$ cat config.mk
export PLATFORM = sky130hd
export DESIGN_NAME = multi_ball_engine
export DESIGN_NICKNAME = d
export VERILOG_FILES = /design/src/rtl/multi_ball_engine.sv
export SDC_FILE = /design/constraint.sdc
export NUM_CORES = 1
export LEC_CHECK = 0
export ABC_AREA = 1
export CAP_MARGIN = 20
export CORE_ASPECT_RATIO = 0.75
export CORE_MARGIN = 1.5
export CORE_UTILIZATION = 45
export CTS_CLUSTER_DIAMETER = 40
export DETAILED_ROUTE_END_ITERATION = 10
export GPL_ROUTABILITY_DRIVEN = 1
export SETUP_SLACK_MARGIN = 0.05
export SLEW_MARGIN = 30
export SYNTH_ARGS = -nofsm -noshare
export SYNTH_HDL_FRONTEND = slang
export SYNTH_SLANG_ARGS = --single-unit
$ cat constraint.sdc
create_clock -name i_clk75MHz -period 11.58 [get_ports i_clk75MHz]
set_input_delay 2.316 -clock i_clk75MHz [delete_from_list [all_inputs] [get_ports i_clk75MHz]]
set_output_delay 2.316 -clock i_clk75MHz [all_outputs]
set_load 0.03 [all_outputs]
$ cat src/rtl/multi_ball_engine.sv
// Multi-ball game core: N balls bounce off the screen edges and wall pixels.
// Wall hits score BCD points and left-edge misses cost lives. Positions update once per frame.
module multi_ball_engine #(
  parameter int unsigned N_BALLS      = 4,
  parameter int unsigned H_RES        = 1024,
  parameter int unsigned V_RES        = 768,
  parameter int unsigned BALL_SIZE    = 16,
  parameter int unsigned STEP         = 2,
  parameter int unsigned SCORE_DIGITS = 4,
  parameter int unsigned LIVES        = 3
) (
  input  logic                      i_clk75MHz,
  input  logic                      i_reset,
  input  logic [10:0]               i_pix_x,
  input  logic [9:0]                i_pix_y,
  input  logic                      i_visible,
  input  logic                      i_vsync,
  input  logic                      i_wall_pix,
  input  logic [N_BALLS-1:0]        i_ball_en,
  input  logic                      i_restart,
  output logic                      o_ball_pix,
  output logic [2:0]                o_ball_idx,
  output logic                      o_hit,
  output logic [4*SCORE_DIGITS-1:0] o_score,
  output logic [3:0]                o_lives,
  output logic                      o_game_over,
  output logic                      o_busy
);
  localparam logic signed [11:0] SX         = 12'(STEP);
  localparam logic signed [11:0] X_MAX      = 12'(H_RES - BALL_SIZE);
  localparam logic signed [10:0] SY         = 11'(STEP);
  localparam logic signed [10:0] Y_MAX      = 11'(V_RES - BALL_SIZE);
  localparam logic [10:0]        X_INIT     = 11'(H_RES / 2);
  localparam logic [3:0]         LIVES_INIT = 4'(LIVES);

  typedef enum logic [1:0] {StIdle, StUpdate, StOver} state_e;

  state_e r_state, w_state_nxt;

  logic [10:0]               r_x [N_BALLS];
  logic [9:0]                r_y [N_BALLS];
  logic [N_BALLS-1:0]        r_dx_neg, r_dy_neg, r_flag;
  logic [2:0]                r_idx;
  logic                      r_vs;
  logic [3:0]                r_lives;
  logic [4*SCORE_DIGITS-1:0] r_score;
  logic                      r_ball_pix;
  logic [2:0]                r_ball_idx;

  logic                      w_tick, w_last, w_init;
  logic                      w_sel_en, w_sel_flag, w_sel_dxn, w_sel_dyn;
  logic [10:0]               w_sel_x;
  logic [9:0]                w_sel_y;
  logic                      w_miss, w_bounce, w_dxn_nxt, w_dyn_nxt;
  logic signed [11:0]        w_nx;
  logic signed [10:0]        w_ny;
  logic [4*SCORE_DIGITS-1:0] w_score_inc;
  logic                      w_carry;
  logic [N_BALLS-1:0]        w_inside;
  logic                      w_draw;
  logic [2:0]                w_draw_idx;

  function automatic logic [9:0] y_init(input int i);
    return 10'(64 + 128 * i);
  endfunction

  always_comb begin
    w_sel_x    = '0;
    w_sel_y    = '0;
    w_sel_en   = 1'b0;
    w_sel_flag = 1'b0;
    w_sel_dxn  = 1'b0;
    w_sel_dyn  = 1'b0;
    for (int i = 0; i < N_BALLS; i++) begin
      if (r_idx == 3'(i)) begin
        w_sel_x    = r_x[i];
        w_sel_y    = r_y[i];
        w_sel_en   = i_ball_en[i];
        w_sel_flag = r_flag[i];
        w_sel_dxn  = r_dx_neg[i];
        w_sel_dyn  = r_dy_neg[i];
      end
    end
  end

  // Miss outranks a pending wall hit; edge clamps act on the moved position.
  always_comb begin
    w_miss    = w_sel_dxn && (w_sel_x <= 11'(STEP));
    w_bounce  = !w_miss && w_sel_flag;
    w_dxn_nxt = w_sel_dxn ^ w_bounce;
    w_dyn_nxt = w_sel_dyn;
    w_nx      = $signed({1'b0, w_sel_x}) + (w_dxn_nxt ? -SX : SX);
    w_ny      = $signed({1'b0, w_sel_y}) + (w_sel_dyn ? -SY : SY);
    if (w_nx >= X_MAX) begin
      w_nx      = X_MAX;
      w_dxn_nxt = 1'b1;
    end
    if (w_ny <= 11'sd0) begin
      w_ny      = '0;
      w_dyn_nxt = ~w_sel_dyn;
    end else if (w_ny >= Y_MAX) begin
      w_ny      = Y_MAX;
      w_dyn_nxt = ~w_sel_dyn;
    end
  end

  // Carry still set after the last digit means all nines: hold the score.
  always_comb begin
    w_score_inc = r_score;
    w_carry     = 1'b1;
    for (int d = 0; d < SCORE_DIGITS; d++) begin
      if (w_carry) begin
        if (r_score[4*d +: 4] == 4'd9) begin
          w_score_inc[4*d +: 4] = 4'd0;
        end else begin
          w_score_inc[4*d +: 4] = r_score[4*d +: 4] + 4'd1;
          w_carry               = 1'b0;
        end
      end
    end
    if (w_carry) w_score_inc = r_score;
  end

  always_comb begin
    w_state_nxt = r_state;
    w_tick      = i_vsync & ~r_vs;
    w_last      = (r_idx == 3'(N_BALLS - 1));
    unique case (r_state)
      StIdle:   if (w_tick) w_state_nxt = StUpdate;
      StUpdate: begin
        if (w_sel_en && w_miss && r_lives == 4'd1) w_state_nxt = StOver;
        else if (w_last)                           w_state_nxt = StIdle;
      end
      StOver:   if (i_restart) w_state_nxt = StIdle;
      default:  w_state_nxt = StIdle;
    endcase
  end

  always_comb begin
    w_inside   = '0;
    w_draw     = 1'b0;
    w_draw_idx = '0;
    for (int i = 0; i < N_BALLS; i++) begin
      w_inside[i] = (i_pix_x >= r_x[i]) && (12'(i_pix_x) < 12'(r_x[i]) + 12'(BALL_SIZE)) &&
                    (i_pix_y >= r_y[i]) && (11'(i_pix_y) < 11'(r_y[i]) + 11'(BALL_SIZE));
    end
    for (int i = N_BALLS - 1; i >= 0; i--) begin
      if (i_visible && i_ball_en[i] && w_inside[i]) begin
        w_draw     = 1'b1;
        w_draw_idx = 3'(i);
      end
    end
  end

  assign w_init = i_reset || (r_state == StOver && i_restart);

  always_ff @(posedge i_clk75MHz) begin
    if (i_reset) begin
      r_state <= StIdle;
      r_vs    <= 1'b0;
    end else begin
      r_state <= w_state_nxt;
      r_vs    <= i_vsync;
    end
  end

  always_ff @(posedge i_clk75MHz) begin
    if (w_init) begin
      for (int i = 0; i < N_BALLS; i++) begin
        r_x[i]      <= X_INIT;
        r_y[i]      <= y_init(i);
        r_dx_neg[i] <= 1'b0;
        r_dy_neg[i] <= (i % 2) != 0;
      end
      r_flag  <= '0;
      r_idx   <= '0;
      r_lives <= LIVES_INIT;
      r_score <= '0;
    end else begin
      for (int i = 0; i < N_BALLS; i++) begin
        if (r_state == StUpdate && r_idx == 3'(i)) r_flag[i] <= 1'b0;
        else if (i_visible && i_wall_pix && w_inside[i]) r_flag[i] <= 1'b1;
      end
      if (r_state == StUpdate) begin
        r_idx <= (w_state_nxt == StUpdate) ? r_idx + 3'd1 : 3'd0;
        if (w_sel_en) begin
          for (int i = 0; i < N_BALLS; i++) begin
            if (r_idx == 3'(i)) begin
              if (w_miss) begin
                r_x[i]      <= X_INIT;
                r_y[i]      <= y_init(i);
                r_dx_neg[i] <= 1'b0;
                r_dy_neg[i] <= (i % 2) != 0;
              end else begin
                r_x[i]      <= w_nx[10:0];
                r_y[i]      <= w_ny[9:0];
                r_dx_neg[i] <= w_dxn_nxt;
                r_dy_neg[i] <= w_dyn_nxt;
              end
            end
          end
          if (w_miss)          r_lives <= r_lives - 4'd1;
          else if (w_sel_flag) r_score <= w_score_inc;
        end
      end
    end
  end

  always_ff @(posedge i_clk75MHz) begin
    if (i_reset) begin
      r_ball_pix <= 1'b0;
      r_ball_idx <= '0;
    end else begin
      r_ball_pix <= w_draw;
      r_ball_idx <= w_draw_idx;
    end
  end

  assign o_ball_pix  = r_ball_pix;
  assign o_ball_idx  = r_ball_idx;
  assign o_hit       = (r_state == StUpdate) && w_sel_en && w_bounce;
  assign o_score     = r_score;
  assign o_lives     = r_lives;
  assign o_game_over = (r_state == StOver);
  assign o_busy      = (r_state == StUpdate);

endmodule

==> results.json, run 1 <==
{
  "outcome": "completed",
  "design.final.nets": 1792,
  "hold_start": "r_flag[3]",
  "power_frac_comb_pct": 31.1,
  "critical_path.cell_chain": "clkdlybuf4s50_1, nand2_1, nand3_1, o21ai_0, o21ai_1, inv_2, nor2_4, nand3_1, inv_1, clkdlybuf4s50_1",
  "placementRows": 50,
  "synth_cell_types": 54,
  "power.switching_fraction_pct": 37.11,
  "worstReg2RegEnd": "r_x[0][10]",
  "drt.antenna.violating_nets": 0,
  "initial_antenna_violation_count": 1,
  "required_ps": 9260,
  "ys_dominant_reg_cell": "sky130_fd_sc_hd__edfxtp_1",
  "drt_pre_antenna_iters": 5,
  "synthTopCellsByCount": "sky130_fd_sc_hd__nand2_1, sky130_fd_sc_hd__inv_1, sky130_fd_sc_hd__ha_1",
  "num_vias": 10678,
  "die_width_microns": 186.6,
  "numClockSinks": 125,
  "maximum_number_of_pins_on_one_net_before_global_route_repair": 43,
  "vias_per_cell": 5.498,
  "design.core.area_sq_um": 24900,
  "tightestPinTransition_ps": 939.9,
  "cts.path.max_buffers": 2,
  "final-seq-area_sq_um": 3343,
  "die_h_microns": 140.7,
  "fin_worst_skew_ps": 10.28,
  "hold_violations": 0,
  "num-fill-cells": 2554,
  "floorplan.io_pins": 58,
  "synth_top_cell_by_area": "sky130_fd_sc_hd__edfxtp_1",
  "grt_setup_unrepaired": "false",
  "hold_path_end": "r_flag[3]",
  "place.gp.congestion": 0.8944,
  "cts_made_buffers": 17,
  "cts_post_setup_buffers_inserted": 0,
  "diodes": 0,
  "clkSlewWorstSetupHoldPaths_ps": 60,
  "design_area_sq_um": 12810,
  "finalSetupViolations": 0,
  "synthesis.area_sq_um": 11380,
  "drt_iter0_drc": 1006,
  "post_dp_area_sq_um": 12240,
  "rr_worst_depth": 26,
  "minimum_clock_period_ps": 7096,
  "ys_seq_elements": 125,
  "slew_headroom_pct": 37.27,
  "synth.yosys.warnings": 0,
  "hpwl_microns": 26410,
  "crit_path_end_kind": "output port",
  "max-vdd-ir-drop_v": 0.0001079,
  "number_of_hold_repair_buffers_added_at_the_cts_stage": 0,
  "ys_top_cells_by_area": "sky130_fd_sc_hd__edfxtp_1, sky130_fd_sc_hd__ha_1, sky130_fd_sc_hd__nand2_1",
  "multiInputGateArea_sq_um": 6989,
  "report.final.slew_viol_count": 0,
  "ctsRootBufferMaster": "sky130_fd_sc_hd__clkbuf_16",
  "via_count_of_the_first_global_routing_pass": 9857,
  "dominant_cell_by_count_in_the_synthesized_netlist": "sky130_fd_sc_hd__nand2_1",
  "worstSetupPathType": "in2out",
  "largest_stage_delay_on_the_critical_path_ps": 670,
  "async_reset_ff_share_pct": 0,
  "place.port_buffers": 56,
  "synth.top_cell.area_share_pct": 22.17,
  "maxCapViolations": 0,
  "rr_startpoint": "r_idx[1]",
  "number_of_synthesized_flops_with_an_enable_pin": 84,
  "post_route_cells_drive_above_1_share_pct": 4.800,
  "initial_utilization_pct": 45.69,
  "finalCritPeriodShare_pct": 61.27,
  "crit_path_top_delay_cell": "sky130_fd_sc_hd__clkdlybuf4s50_1",
  "critical_path_arrival_ps": 4780,
  "seq_area_frac_synth_pct": 29.39,
  "cp-start-kind": "input port",
  "average_footprint_of_a_synthesized_cell_sq_um": 7.397,
  "crit_path_max_fanout": 14,
  "grt_first_pass_wirelength_microns": 54010,
  "p_clk_share_pct": 34.9,
  "detail_route.drc_violations": 0,
  "final_core_occ_pct": 51.45,
  "maximum_level_of_the_cts_h_tree": 4,
  "worstHoldPathType": "reg2reg",
  "total_leakage_power_nw": 5.864,
  "area.growth.synth_to_final_pct": 12.60,
  "routed_wire_length_per_instance_microns": 17.67,
  "max_freq_mhz": 140.9,
  "setup_tns_ps": 0,
  "cts.repair.resized": 0,
  "globalRouteTotalUtil_pct": 26.56,
  "fp.dieArea_sq_um": 26250,
  "cell_internal_pwr_w": 0.0009381,
  "postSynthCellCount": 1538,
  "switching_power_w": 0.0005535,
  "min_delay_path_depth": 2,
  "tritoncts_clock_tree": "built",
  "worst_skew_pair.late_latency_ps": 430,
  "postSynthNetCount": 1739,
  "finalWirelength_microns": 34320,
  "globalRoute.totalOverflow": 0,
  "setup.reg_to_reg.worst_slack_ps": 5510,
  "share_of_total_power_in_sequential_cells_pct": 34.0,
  "cellPowerDensity_nw_per_um2": 116.4
}
-- cell families after synthesis --
kind of cell | synth area share, %
XOR/XNOR | 3.388
AND/OR/NAND/NOR | 26.91
AO/OA/AOI/OAI | 12.23
other | 0.03296
adder cells (fa/ha/maj) | 18.83
buffers and inverters | 9.217
flip-flops | 29.39
-- power groups by stage --
stage,registers [W],clock network (W),logic [W]
after global placement,0.000515,0,0.000449
final,0.000507,0.000520,0.000464
after floorplan,0.000509,0,0.000319
after global routing,0.000508,0.000542,0.000517
after detailed placement,0.000516,0,0.000454
after CTS,0.000506,0.000524,0.000456
-- worst max-delay path, delay by kind of cell --
kind,cells,cell delay [ps]
buffers and inverters,4,1380
and+or+nand+nor,4,600
AOI/OAI and AO/OA,2,470
-- through the flow --
stage / hold WS, ps / setup slack, ps / cells / power, W
5_1_grt: 494.6 / 4363 / 1942 / 0.001567
3_5_place_dp: 454.1 / 4574 / 1910 / 0.0009692
4_1_cts: 475.5 / 4554 / 1942 / 0.001486
3_3_place_gp: 447.6 / 4529 / 1910 / 0.0009638
6_report: 475.9 / 4484 / 1942 / 0.001492
2_1_floorplan: 431.5 / 5824 / 1538 / 0.0008283
-- flip-flops by register name, summed over array words and instances, names as in the netlist, 2 cells and up --
signal / cells
r_x: 44
r_y: 40
o_score: 16
o_lives: 4
r_dx_neg: 4
r_dy_neg: 4
r_flag: 4
r_idx: 3
o_ball_idx: 2
r_state: 2
-- layout by cell type, fill, tap and decap left out, types with 3 or more instances in the layout --
cell / count
sky130_fd_sc_hd__a211oi_1: 8
sky130_fd_sc_hd__a21oi_1: 114
sky130_fd_sc_hd__a221oi_1: 7
sky130_fd_sc_hd__a311oi_1: 3
sky130_fd_sc_hd__a31oi_1: 3
sky130_fd_sc_hd__buf_4: 5
sky130_fd_sc_hd__clkbuf_16: 19
sky130_fd_sc_hd__clkdlybuf4s50_1: 56
sky130_fd_sc_hd__clkinv_2: 4
sky130_fd_sc_hd__dfxtp_1: 41
sky130_fd_sc_hd__edfxtp_1: 84
sky130_fd_sc_hd__ha_1: 168
sky130_fd_sc_hd__inv_1: 224
sky130_fd_sc_hd__inv_2: 12
sky130_fd_sc_hd__inv_6: 3
sky130_fd_sc_hd__nand2_1: 330
sky130_fd_sc_hd__nand2_2: 3
sky130_fd_sc_hd__nand2_4: 3
sky130_fd_sc_hd__nand3_1: 96
sky130_fd_sc_hd__nand3b_1: 10
sky130_fd_sc_hd__nand4_1: 45
sky130_fd_sc_hd__nor2_1: 138
sky130_fd_sc_hd__nor2_2: 6
sky130_fd_sc_hd__nor2_4: 3
sky130_fd_sc_hd__nor3_1: 43
sky130_fd_sc_hd__nor4_1: 8
sky130_fd_sc_hd__o211ai_1: 7
sky130_fd_sc_hd__o21a_1: 4
sky130_fd_sc_hd__o21ai_0: 58
sky130_fd_sc_hd__o21ai_1: 10
sky130_fd_sc_hd__o22ai_1: 8
sky130_fd_sc_hd__or2_2: 3
sky130_fd_sc_hd__xnor2_1: 13
sky130_fd_sc_hd__xor2_1: 31
-- area by class of cell --
| type | instances | area share, % |
|---|---|---|
| Clock inverter | 11 | 0.5958 |
| Clock buffer | 21 | 3.858 |
| Timing Repair Buffer | 61 | 4.669 |
| Tap cell | 338 | 3.301 |
| Multi-Input combinational cell | 1150 | 54.56 |
| Inverter | 236 | 6.915 |
| Sequential cell | 125 | 26.10 |
-- per-layer routing --
layer | up-vias | share of wire [%] | track usage (%)
met5 | - | 0.044 | 0
met2 | 407 | 38 | 36.59
li1 | 5310 | - | -
met3 | 24 | 10 | 7.219
met4 | 2 | 0.95 | 5.348
met1 | 4935 | 50 | 40.73
-- worst max path at each step --
stage,startpoint,endpoint,slack (ps)
3_5_place_dp,i_ball_en[1],o_hit,4570
3_3_place_gp,i_ball_en[1],o_hit,4530
6_report,i_ball_en[1],o_hit,4480
4_1_cts,i_ball_en[1],o_hit,4550
2_1_floorplan,i_ball_en[1],o_hit,5820
5_1_grt,i_ball_en[1],o_hit,4360
Note: power is estimated with default switching activity, not from simulation.
==> run 2, diff against run 1 <==
==> constraint.sdc (replaced) <==
create_clock -name i_clk75MHz -period 5.76 [get_ports i_clk75MHz]
set_input_delay 1.152 -clock i_clk75MHz [delete_from_list [all_inputs] [get_ports i_clk75MHz]]
set_output_delay 1.152 -clock i_clk75MHz [all_outputs]
set_load 0.03 [all_outputs]
==> run 2 against run 1 <==
Compared with the run above: largest power group unchanged; clock power is 100% higher; die area stayed put; design area is 0.66% higher; non-clock buffer count is 8 higher; total power is 100% higher; count of clock-buffer cells in the layout stayed put; sequential share of layout area is 0.17 points lower; final cell count is 0.41% higher; combinational power is 98% higher; via count is 0.25% lower; global-route usage is 0.085 points higher; routed wire length is 1.8% higher; largest cell class unchanged.
==> results.json, run 2 (synthesis gave the netlist of run 1 again) <==
{
  "outcome": "completed",
  "place.detailed.instances": 1918,
  "cts_made_buffers": 17,
  "vias_per_cell": 5.462,
  "fin_worst_skew_ps": 15.43,
  "p_clk_share_pct": 35.2,
  "drt.antenna.violating_nets": 0,
  "place.gp.congestion": 0.9092,
  "worst_skew_pair.late_latency_ps": 420,
  "max_freq_mhz": 197.5,
  "diodes": 0,
  "floorplan.io_pins": 58,
  "largest_stage_delay_on_the_critical_path_ps": 380,
  "routed_wire_length_per_instance_microns": 17.92,
  "initial_utilization_pct": 45.69,
  "tightestPinTransition_ps": 815.4,
  "numClockSinks": 125,
  "power.switching_fraction_pct": 36.57,
  "grt_setup_unrepaired": "false",
  "maxCapViolations": 0,
  "grt_first_pass_wirelength_microns": 54220,
  "report.final.slew_viol_count": 0,
  "number_of_hold_repair_buffers_added_at_the_cts_stage": 0,
  "setup.reg_to_reg.worst_slack_ps": 700,
  "crit_path_max_fanout": 19,
  "num-fill-cells": 2478,
  "area.growth.synth_to_final_pct": 13.35,
  "power_frac_comb_pct": 30.7,
  "largest_reg_flops": 44,
  "cellPowerDensity_nw_per_um2": 232.6,
  "die_h_microns": 140.7,
  "fp.dieArea_sq_um": 26250,
  "drt_iter0_drc": 960,
  "finalWirelength_microns": 34950,
  "globalRoute.totalOverflow": 0,
  "cp.buffers_inverters": 4,
  "finalCritPeriodShare_pct": 87.91,
  "detail_route.drc_violations": 0,
  "final_common_cell": "sky130_fd_sc_hd__nand2_1",
  "critical-path-top-delay-family": "simple AND/OR/NAND/NOR gates",
  "maximum_level_of_the_cts_h_tree": 4,
  "place.port_buffers": 56,
  "final.hold.worst_slack_ps": 457.5,
  "finalSetupViolations": 0,
  "tritoncts_clock_tree": "built",
  "design.final.nets": 1800,
  "critical_path_arrival_ps": 5310,
  "max-vdd-ir-drop_v": 0.0002111,
  "drt_pre_antenna_iters": 5,
  "globalRouteTotalUtil_pct": 26.64,
  "post_route_cells_drive_above_1_share_pct": 5.211,
  "crit_path_end_kind": "register",
  "minimum_clock_period_ps": 5064,
  "register_with_the_most_flip_flops": "r_x",
  "placementRows": 50,
  "fin_ws_ps": 696.5,
  "post_dp_area_sq_um": 12290,
  "final_cell_mix": "sky130_fd_sc_hd__nand2_1, sky130_fd_sc_hd__inv_1, sky130_fd_sc_hd__ha_1",
  "crit_path_top_delay_cell": "sky130_fd_sc_hd__ha_1",
  "total_leakage_power_nw": 5.907,
  "cell_internal_pwr_w": 0.001903,
  "cp-start-kind": "register",
  "via_count_of_the_first_global_routing_pass": 9786,
  "worstSetupPathType": "reg2reg",
  "hold_violations": 0,
  "stdcell_count": 1950,
  "slew_headroom_pct": 45.58,
  "num_vias": 10651,
  "worstHoldPathType": "reg2reg",
  "cts.path.max_buffers": 2,
  "hpwl_microns": 27180,
  "switching_power_w": 0.001097,
  "required_ps": 6000,
  "maximum_number_of_pins_on_one_net_before_global_route_repair": 43,
  "die_width_microns": 186.6,
  "share_of_total_power_in_sequential_cells_pct": 34.1,
  "design.core.area_sq_um": 24900,
  "initial_antenna_violation_count": 0,
  "dpl_worst_slack_ps": 439.0,
  "clkSlewWorstSetupHoldPaths_ps": 60,
  "ctsRootBufferMaster": "sky130_fd_sc_hd__clkbuf_16",
  "design_area_sq_um": 12890,
  "critical-path-top-cell-by-count": "sky130_fd_sc_hd__nand2_1",
  "setup_tns_ps": 0
}
-- run 2: cell types whose count changed in the layout (fill, tap and decap cells not counted), sizes merged --
cell / previous run / this run
clkinv: 6 / 7
clkinvlp: 0 / 1
buf: 5 / 13
inv: 241 / 239
-- run 2: per-stage QoR --
stage	utilization (%)	power, W
floorplan	-	0.001665
global placement	49.38	0.001932
detailed placement	49.38	0.001938
CTS	51.70	0.002993
global route	51.79	0.003153
finish	51.79	0.003000
-- run 2: final timing paths --
| check | endpoint | from | cells past startpoint |
|---|---|---|---|
| setup / recovery | r_x[0][8] | r_idx[0] | 29 |
| hold / removal | r_flag[1] | r_flag[1] | 2 |
| setup reg to reg | r_x[0][8] | r_idx[0] | 29 |
| hold reg to reg | r_flag[1] | r_flag[1] | 2 |
-- run 2: layer usage --
metal / GRT usage (%) / vias to the layer above / share of wire (%)
met4: 4.796 / 0 / 0.97
met1: 40.91 / 4935 / 51
met5: 0 / - / 0
met2: 37.22 / 371 / 38
met3: 6.871 / 24 / 9.6
li1: - / 5321 / -
-- run 2: layout make-up --
cell class	instances	area (sq um)	share of cell area, %
Clock buffer	21	503.0	3.901
Multi-Input combinational cell	1150	7002	54.30
Inverter	236	889.6	6.899
Clock inverter	11	76.32	0.5919
Sequential cell	125	3343	25.93
Timing Repair Buffer	69	658.1	5.104
Tap cell	338	422.9	3.280
-- run 2: what timing repair did --
action | 4_1_cts | 5_1_grt
setup endpoints to repair | 0 | 39
setup buffers | 0 | 0
resized for setup | 0 | 4
-- run 2: worst min-delay path, stage by stage, from the launching register on --
cell	delay, ps
sky130_fd_sc_hd__dfxtp_1	300
sky130_fd_sc_hd__inv_1	60
sky130_fd_sc_hd__a21oi_1	60
-- run 2: power by group through the flow --
stage	registers [W]	logic, W	clock network (W)
final	0.00102	0.000920	0.00106
after floorplan	0.00102	0.000641	0
after CTS	0.00102	0.000903	0.00107
after detailed placement	0.00104	0.000898	0
after global placement	0.00104	0.000891	0
after global routing	0.00103	0.00103	0.00110
==> RTL edit: new RTL, settings of run 2 <==
The 3 states of `state_e` get a one-hot encoding in 3 bits.
--- a/src/rtl/multi_ball_engine.sv
+++ b/src/rtl/multi_ball_engine.sv
@@ -33,7 +33,7 @@
   localparam logic [10:0]        X_INIT     = 11'(H_RES / 2);
   localparam logic [3:0]         LIVES_INIT = 4'(LIVES);
 
-  typedef enum logic [1:0] {StIdle, StUpdate, StOver} state_e;
+  typedef enum logic [2:0] {StIdle = 3'b001, StUpdate = 3'b010, StOver = 3'b100} state_e;
 
   state_e r_state, w_state_nxt;
 
Check against the original RTL: no difference found for any inputs over 4 cycles, from zero or initial values and one cycle with i_reset high; so few cycles prove little.
==> RTL edit against run 2 <==
Setup slack got worse by 0.049 ns; wire length increased by 0.63%; final area is 1.6% higher; maximum frequency fell by 0.96%; clock power rose by 8%; critical path type unchanged; first-iteration DRC count up 6.9%; sequential cell count increased by 1; total power is 10% lower; final cell count rose by 1.2%; synthesized area grew 2.3%.
==> RTL edit: results <==
metrics = {
    "clocking": {
        "cts_max_path_buffers": 2,
        "cts_setup_buffers": 0,
        "cts_made_buffers": 17,
        "clk_pin_slew_worst_paths_ns": 0.06,
        "cts.repair.resized": 0,
        "h-tree-depth": 4,
        "root_buffer": "clkbuf_16",
        "clkLatencyLatePin_ns": 0.43,
    },
    "critical_path": {
        "r2r-start": "r_idx[0]",
        "crit_path_top_delay_cell": "ha_1",
        "crit_path_max_incr_delay_ns": 0.49,
        "rr_worst_depth": 28,
        "crit_fanout": 26,
        "endpoint": "r_x[2][9]",
        "worst_ep_arrival_time_ns": 5.29,
        "r2r_slack_ns": 0.65,
    },
    "layout": {
        "n_fill_cell": 2512,
        "largest_reg_flops": 44,
        "regMostFlops": "r_x",
        "drive_gt1_share_pct": 5.99,
        "antenna_cells": 0,
    },
    "synth": {
        "synth_nets": 1765,
        "ys_seq_area_share_pct": 28.9,
        "ys_types": 59,
        "yosys-top-cells-area": "edfxtp_1, ha_1, nand2_1",
        "synth-edff-count": 84,
        "ys_top_cells_by_count": "nand2_1, inv_1, ha_1, nor2_1, a21oi_1",
        "yosysWarningCount": 0,
        "synthArstFlopShare_pct": 0,
    },
    "grt": {
        "first_global_vias": 9851,
        "grt_max_degree": 44,
        "grt_pass1_wl_um": 55000,
        "grtUsageTotal_pct": 26.7,
        "antenna_found_initial": 0,
    },
    "worst_hold_path": {
        "hold_class": "reg -> reg",
    },
    "detailed_routing": {
        "routedWlPerCell_um": 17.8,
        "drtPass1Iterations": 7,
        "drt-initial-drc-count": 1026,
        "num_vias": 10800,
    },
    "sta": {
        "fin_skew_ns": 0.00870,
        "slew_viol_final": 0,
        "slew_headroom_pct": 45.4,
    },
    "outcome": {
        "status": "complete, no violations",
    },
    "place": {
        "dp_hpwl_um": 27700,
        "gp_congestion": 0.959,
    },
    "pwr": {
        "ir_drop_v": 0.000219,
        "p_leak_nw": 6.03,
    },
}
==> RTL edit: per-stage QoR <==
step           area (um2)  std cells  setup slack (ns)  power [W]  hold slack [ns]
2_1_floorplan       11600       1564              1.87    0.00138            0.432
3_3_place_gp        12500       1942             0.790    0.00156            0.450
3_5_place_dp        12500       1942             0.700    0.00156            0.456
4_1_cts             13100       1973             0.684    0.00270            0.465
5_1_grt             13100       1973            0.0854    0.00282            0.482
6_report            13100       1973             0.647    0.00270            0.463
==> RTL edit: worst min-delay path by stage <==
stage,startpoint,endpoint,cells past startpoint
2_1_floorplan,r_flag[3],r_flag[3],2
3_3_place_gp,r_flag[0],r_flag[0],2
3_5_place_dp,r_flag[0],r_flag[0],2
4_1_cts,r_flag[0],r_flag[0],2
5_1_grt,r_flag[0],r_flag[0],2
6_report,r_flag[0],r_flag[0],2
==> RTL edit: layout make-up <==
type,count,share of cell area (%)
multi-input combinational,1173,54.6
sequential,126,25.7
inverter,240,7.00
timing repair buffer,65,4.79
clock buffer,17,3.25
tap,338,3.23
clock inverter,14,1.46
==> RTL edit: routing by layer <==
layer	share of wire [%]	vias up	track usage, %	wire length [um]
met3	9.5	25	6.58	3340
met2	39	393	37.3	13500
met4	0.78	0	4.51	274
met1	51	4971	41.3	18000
met5	0	-	0	0
li1	-	5393	-	-
==> RTL edit: power by group <==
part | switching [W] | internal, W | leakage, nW
sequential | 0.0000253 | 0.000985 | 1.16
combinational | 0.000365 | 0.000180 | 4.57
clock | 0.000422 | 0.000722 | 0.295
total | 0.000812 | 0.00189 | 6.03
==> RTL edit: kinds of logic (layout without fill, tap and decap cells) <==
logic type	count (synthesis)	after routing	share of synthesized area, %
other	1	1	0.0322
AOI/OAI and AO/OA	239	239	11.9
and+or+nand+nor	722	722	28.1
adders and majority gates	170	170	18.4
xor gates and xnor gates	41	41	3.09
buffers and inverters	265	336	9.56
DFF	126	126	28.9
==> RTL edit: critical path: cells and delay by family (launching register included) <==
family | cells | cell delay (ns)
AO/OA/AOI/OAI | 2 | 0.37
adder cells (fa/ha/maj) | 2 | 0.75
AND/OR/NAND/NOR | 19 | 2.63
buffers and inverters | 4 | 0.38
XOR/XNOR | 1 | 0.39
flip-flops | 1 | 0.33
